### src/rtl/multiword_seq_adder.sv
// multiword_seq_adder: adds two WORDS x 16-bit operands and a carry-in,
// one 16-bit slice per cycle, LSB slice first. A single 16-bit
// recursive-doubling (kpg) adder is reused for every slice, and each
// slice's carry-out becomes the next slice's carry-in. Operands come in
// on a valid/ready handshake, and the result leaves on another.
//
// Optional build macro MULTIWORD_SUB_EN adds a 'sub' input. With sub=1 the
// block computes A - B modulo 2^W. In that mode cout=1 means no borrow.

// 16-bit recursive-doubling adder. Its result is {carry, sum}.
module kpg_adder16 (
  input  logic [15:0] a,
  input  logic [15:0] b,
  input  logic        cin,
  output logic [16:0] res
);

  logic [4:0][15:0] g;
  logic [4:0][15:0] p;
  logic [16:0]      c;

  // Prefix tree. Level l combines each bit with the group d = 2^(l-1) below it.
  always_comb begin
    // NOTE: every variable gets a default first so no path leaves it unassigned (no latch).
    g = '0;
    p = '0;
    c = '0;
    g[0] = a & b;
    p[0] = a ^ b;
    for (int l = 1; l < 5; l++) begin
      // Low bits (below d) have no partner group; ones-fill keeps their p unchanged.
      g[l] = g[l-1] | (p[l-1] & (g[l-1] << (1 << (l - 1))));
      p[l] = p[l-1] & ((p[l-1] << (1 << (l - 1))) | ~(16'hFFFF << (1 << (l - 1))));
    end
    c[0]    = cin;
    c[16:1] = g[4] | (p[4] & {16{cin}});
    res     = {c[16], p[0] ^ c[15:0]};
  end

endmodule

module multiword_seq_adder #(
  parameter int WORDS = 4
) (
  input  logic                clk,
  input  logic                rst_n,
  input  logic                in_valid,
  output logic                in_ready,
  input  logic [16*WORDS-1:0] a,
  input  logic [16*WORDS-1:0] b,
  input  logic                cin,
`ifdef MULTIWORD_SUB_EN
  input  logic                sub,
`endif
  output logic                out_valid,
  input  logic                out_ready,
  output logic [16*WORDS-1:0] sum,
  output logic                cout
);

  localparam int IW = $clog2(WORDS) + 1;
  localparam int SW = (WORDS > 1) ? $clog2(WORDS) : 1;
  localparam logic [IW-1:0] LAST = IW'(WORDS - 1);

  typedef enum logic [1:0] {IDLE, RUN, DONE} state_t;

  state_t                 state, state_nxt;
  logic [WORDS-1:0][15:0] a_reg, b_reg, sum_reg;
  logic [IW-1:0]          idx;
  logic [SW-1:0]          sel;
  logic                   carry;
  logic [16*WORDS-1:0]    b_eff;
  logic                   cin_eff;
  logic [16:0]            res;

`ifdef MULTIWORD_SUB_EN
  // Subtraction is A + ~B + 1, so sub forces slice-0 carry to 1 and ignores cin.
  assign b_eff   = sub ? ~b : b;
  assign cin_eff = sub ? 1'b1 : cin;
`else
  assign b_eff   = b;
  assign cin_eff = cin;
`endif

  assign sel       = idx[SW-1:0];
  assign in_ready  = (state == IDLE);
  assign out_valid = (state == DONE);
  assign sum       = sum_reg;

  kpg_adder16 u_add (
    .a   (a_reg[sel]),
    .b   (b_reg[sel]),
    .cin (carry),
    .res (res)
  );

  // State register.
  always_ff @(posedge clk or negedge rst_n) begin
    if (!rst_n) state <= IDLE;
    // NOTE: sequential state uses non-blocking assignment so all flops update together.
    else        state <= state_nxt;
  end

  // Next-state logic.
  always_comb begin
    state_nxt = state;
    case (state)
      IDLE:    if (in_valid)     state_nxt = RUN;
      RUN:     if (idx == LAST)  state_nxt = DONE;
      DONE:    if (out_ready)    state_nxt = IDLE;
      default:                   state_nxt = IDLE;
    endcase
  end

  // Datapath. Capture operands at accept, then write one sum slice per RUN cycle.
  always_ff @(posedge clk or negedge rst_n) begin
    if (!rst_n) begin
      // NOTE: operand/sum registers are reset too, so an aborted run leaves no stale slices visible.
      a_reg   <= '0;
      b_reg   <= '0;
      sum_reg <= '0;
      cout    <= 1'b0;
      idx     <= '0;
      carry   <= 1'b0;
    end else begin
      case (state)
        IDLE: begin
          if (in_valid) begin
            a_reg <= a;
            b_reg <= b_eff;
            carry <= cin_eff;
            idx   <= '0;
          end
        end
        RUN: begin
          sum_reg[sel] <= res[15:0];
          carry        <= res[16];
          if (idx == LAST) cout <= res[16];
          else             idx  <= idx + 1'b1;
        end
        default: ;
      endcase
    end
  end

endmodule

### config.mk
export PLATFORM = sky130hd
export DESIGN_NAME = multiword_seq_adder
export DESIGN_NICKNAME = d
export VERILOG_FILES = /design/src/rtl/multiword_seq_adder.sv
export SDC_FILE = /design/constraint.sdc
export NUM_CORES = 1
export LEC_CHECK = 0
export ABC_AREA = 1
export CAP_MARGIN = 20
export CORE_MARGIN = 3
export CORE_UTILIZATION = 40
export DETAILED_ROUTE_END_ITERATION = 10
export MAX_ROUTING_LAYER = met4
export PLACE_DENSITY_LB_ADDON = 0.15
export SETUP_SLACK_MARGIN = 0.5
export SYNTH_ARGS = -nofsm -noshare
export SYNTH_HDL_FRONTEND = slang
export SYNTH_SLANG_ARGS = --single-unit
### constraint.sdc
create_clock -name clk -period 6.45 [get_ports clk]
set_input_delay 1.29 -clock clk [delete_from_list [all_inputs] [get_ports clk]]
set_output_delay 1.29 -clock clk [all_outputs]
set_load 0.05 [all_outputs]
==> metrics.md <==
| Metric | Value |
|---|---|
| Run status | completed |
| Fin crit share | 0.5105 |
| Global-route wire length before repair | 43020 microns |
| Hold_buf cts | 0 |
| Final Hold Vio Count | 0 |
| Count of final max-slew check failures | 0 |
| Die W | 160.8 microns |
| Port Buffers | 199 |
| Top cell type's share of synthesized area | 0.5194 |
| Clock slew seen by the registers of the worst setup and hold paths | 0.08 ns |
| Mapped cell area | 9588 sq um |
| Post-CTS sizing | 0 |
| Setup TNS | 0 ns |
| CTS Buf Count | 17 |
| DRC errors left | 0 |
| CTS tree | done |
| Post-synthesis net count | 1393 |
| Clock insertion delay at the later pin of the skew report | 0.43 ns |
| Placeable Area | 23540 sq um |
| Placer Congestion | 0.8446 |
| Cell Count Post-Placement | 1708 |
| Non-Filler Instances | 1741 |
| Wire per inst | 15.17 microns |
| Initial antenna violation count | 1 |
| Post-synthesis sequential area ratio | 0.5194 |
| Peak Freq | 303.7 MHz |
| Arr. time, crit path | 3.60 ns |
| Rows | 56 |
| Via count | 8436 |
| Clock root cell | clkbuf_16 |
| Max_cap viols | 0 |
| Worst Path Class, Setup | register to register |
| Iteration-0 DRC Markers | 644 |
| Worst Tran Pin Value | 0.8987 ns |
| Skew final | 0.01282 ns |
| Yosys warns | 0 |
| Setup Buffers After CTS | 0 |
| Crit. End Element | register |
| Synth Area per Inst | 7.745 sq um |
| RSZ-0062 raised after global routing | false |
| Minimum clock period after layout | 3.293 ns |
| Ports | 200 |
| Crit-path max FO | 34 |
| Final net count | 1563 |
| TritonRoute pass-1 iters | 7 |
| CTS max path bufs | 2 |
| Share of the core filled with cells | 0.5259 |
| Worst hold path type | register to register |
| Number of global-route vias before repair | 8350 |
| Library cells used by synthesis | 32 |
| Die area | 25860 sq um |
| Syn-to-layout area delta | 29.13% |
| Worst slack, placed | 2.830 ns |
| Slew headroom | 0.4009 |
| Smallest setup slack after layout | 3.157 ns |
| Pin count of the biggest net entering global routing | 93 |
| Overall die height | 160.8 microns |
| Post-Route WL | 26420 microns |
| Layout cells sized above 1 | 0.04433 |
| Startpoint Class | register |
| Synth Register Bits | 199 |
| Synthesized netlist cell count | 1238 |
| CP required | 6.75 ns |
| Starting Density | 0.4073 |
| Clk sink count | 199 |
| Post-synth top area cell | dfrtp_1 |
| CTS HTree Levels | 4 |
| Post-route ant nets | 0 |
| Total GRT Usage | 0.2132 |
| Synth area leaders | dfrtp_1 (52%), nand2_1 (24%), o21ai_0 (4.3%), nor2_1 (3.0%), ha_1 (2.7%) |
| GR Overflow Total | 0 |
| Dpl hpwl | 18600 microns |
| Vias per cell | 4.845 |
| Setup violations, final | 0 |
-- per-layer routing --
layer | share of wire | vias to the layer above | GRT usage | routed length (microns)
li1 | - | 4240 | - | -
met1 | 0.47 | 3920 | 0.2984 | 12490
met2 | 0.46 | 251 | 0.3272 | 12080
met3 | 0.059 | 25 | 0.03843 | 1566
met4 | 0.011 | 0 | 0.04693 | 280
met5 | 0 | - | - | 0
-- metrics by stage --
step | hold WS, ns | cell area [sq um]
floorplan | 0.4436 | 9588
global placement | 0.4568 | 11740
detailed placement | 0.4600 | 11740
CTS | 0.4800 | 12380
global route | 0.4970 | 12380
finish | 0.4767 | 12380
-- Yosys cell counts, drive strengths merged --
master / number
ha: 21
xnor2: 3
and2: 1
nand4: 2
o31ai: 1
o22ai: 31
clkinv: 1
or2: 2
inv: 62
buf: 37
nor3: 3
nand3b: 1
o21ai: 87
nand3: 57
dfrtp: 199
nor2: 77
a21oi: 13
clkbuf: 23
nor4: 1
fa: 1
xor2: 2
a32oi: 2
nand2: 611
-- path summary, 6_finish.rpt --
| kind | endpoint | start | slack [ns] | cells past startpoint |
|---|---|---|---|---|
| worst min-delay path | b_reg[37]$_DFFE_PN0P_ | b_reg[37]$_DFFE_PN0P_ | 0.48 | 2 |
| worst min register to register | b_reg[37]$_DFFE_PN0P_ | b_reg[37]$_DFFE_PN0P_ | 0.48 | 2 |
| worst max-delay path | sum[36]$_DFFE_PN0P_ | idx[0]$_DFFE_PN0P_ | 3.16 | 12 |
| min in group asynchronous | sum[3]$_DFFE_PN0P_ | rst_n | 0.88 | 1 |
| max in group asynchronous | a_reg[56]$_DFFE_PN0P_ | rst_n | 4.32 | 2 |
| worst max register to register | sum[36]$_DFFE_PN0P_ | idx[0]$_DFFE_PN0P_ | 3.16 | 12 |
-- worst max-delay path, cell delays in order (launching register included) --
cell     delay (ns)
dfrtp_2        0.42
inv_2          0.45
buf_4          0.46
o21ai_0        0.13
o22ai_1        0.32
ha_1           0.35
nand2_1        0.19
inv_1          0.06
nand2_1        0.06
nand2_1        0.08
nor2_1         0.12
xor2_1         0.37
o21ai_0        0.13
-- cell type report --
cell class              instances  area (sq um)
inverters                      63         239.0
diodes                          1         2.502
multi-input cells             916          4036
flip-flops and latches        199          4981
clock inverters                12         180.2
well taps                     319         399.1
clock buffers                  20         456.7
repair buffers                211          2086
fillers                      2318         11160
-- kinds of logic after synthesis --
group	Yosys count	synth area share
simple gates	755	0.3111
flops	199	0.5194
compound gates	134	0.07504
buf+inv	123	0.06042
fa+ha+maj	22	0.02949
xor+xnor	5	0.004568
-- cell usage in the layout (no fill, tap or decap), types with 3 or more instances in the layout --
| cell type | instances |
|---|---|
| buf_4 | 12 |
| clkdlybuf4s50_1 | 198 |
| ha_1 | 21 |
| inv_6 | 4 |
| dfrtp_1 | 198 |
| bufinv_16 | 3 |
| clkbuf_8 | 3 |
| clkbuf_16 | 17 |
| inv_1 | 60 |
| nand2_1 | 603 |
| nand2_2 | 7 |
| o21ai_1 | 5 |
| xnor2_1 | 3 |
| o21ai_0 | 82 |
| nand3_2 | 6 |
| nand3_1 | 51 |
| o22ai_1 | 31 |
| nor2_1 | 76 |
| a21oi_1 | 13 |
Power is left out: the tool's default activity adds up to more than one toggle a clock period on the data nets, which glitch-free logic cannot reach.
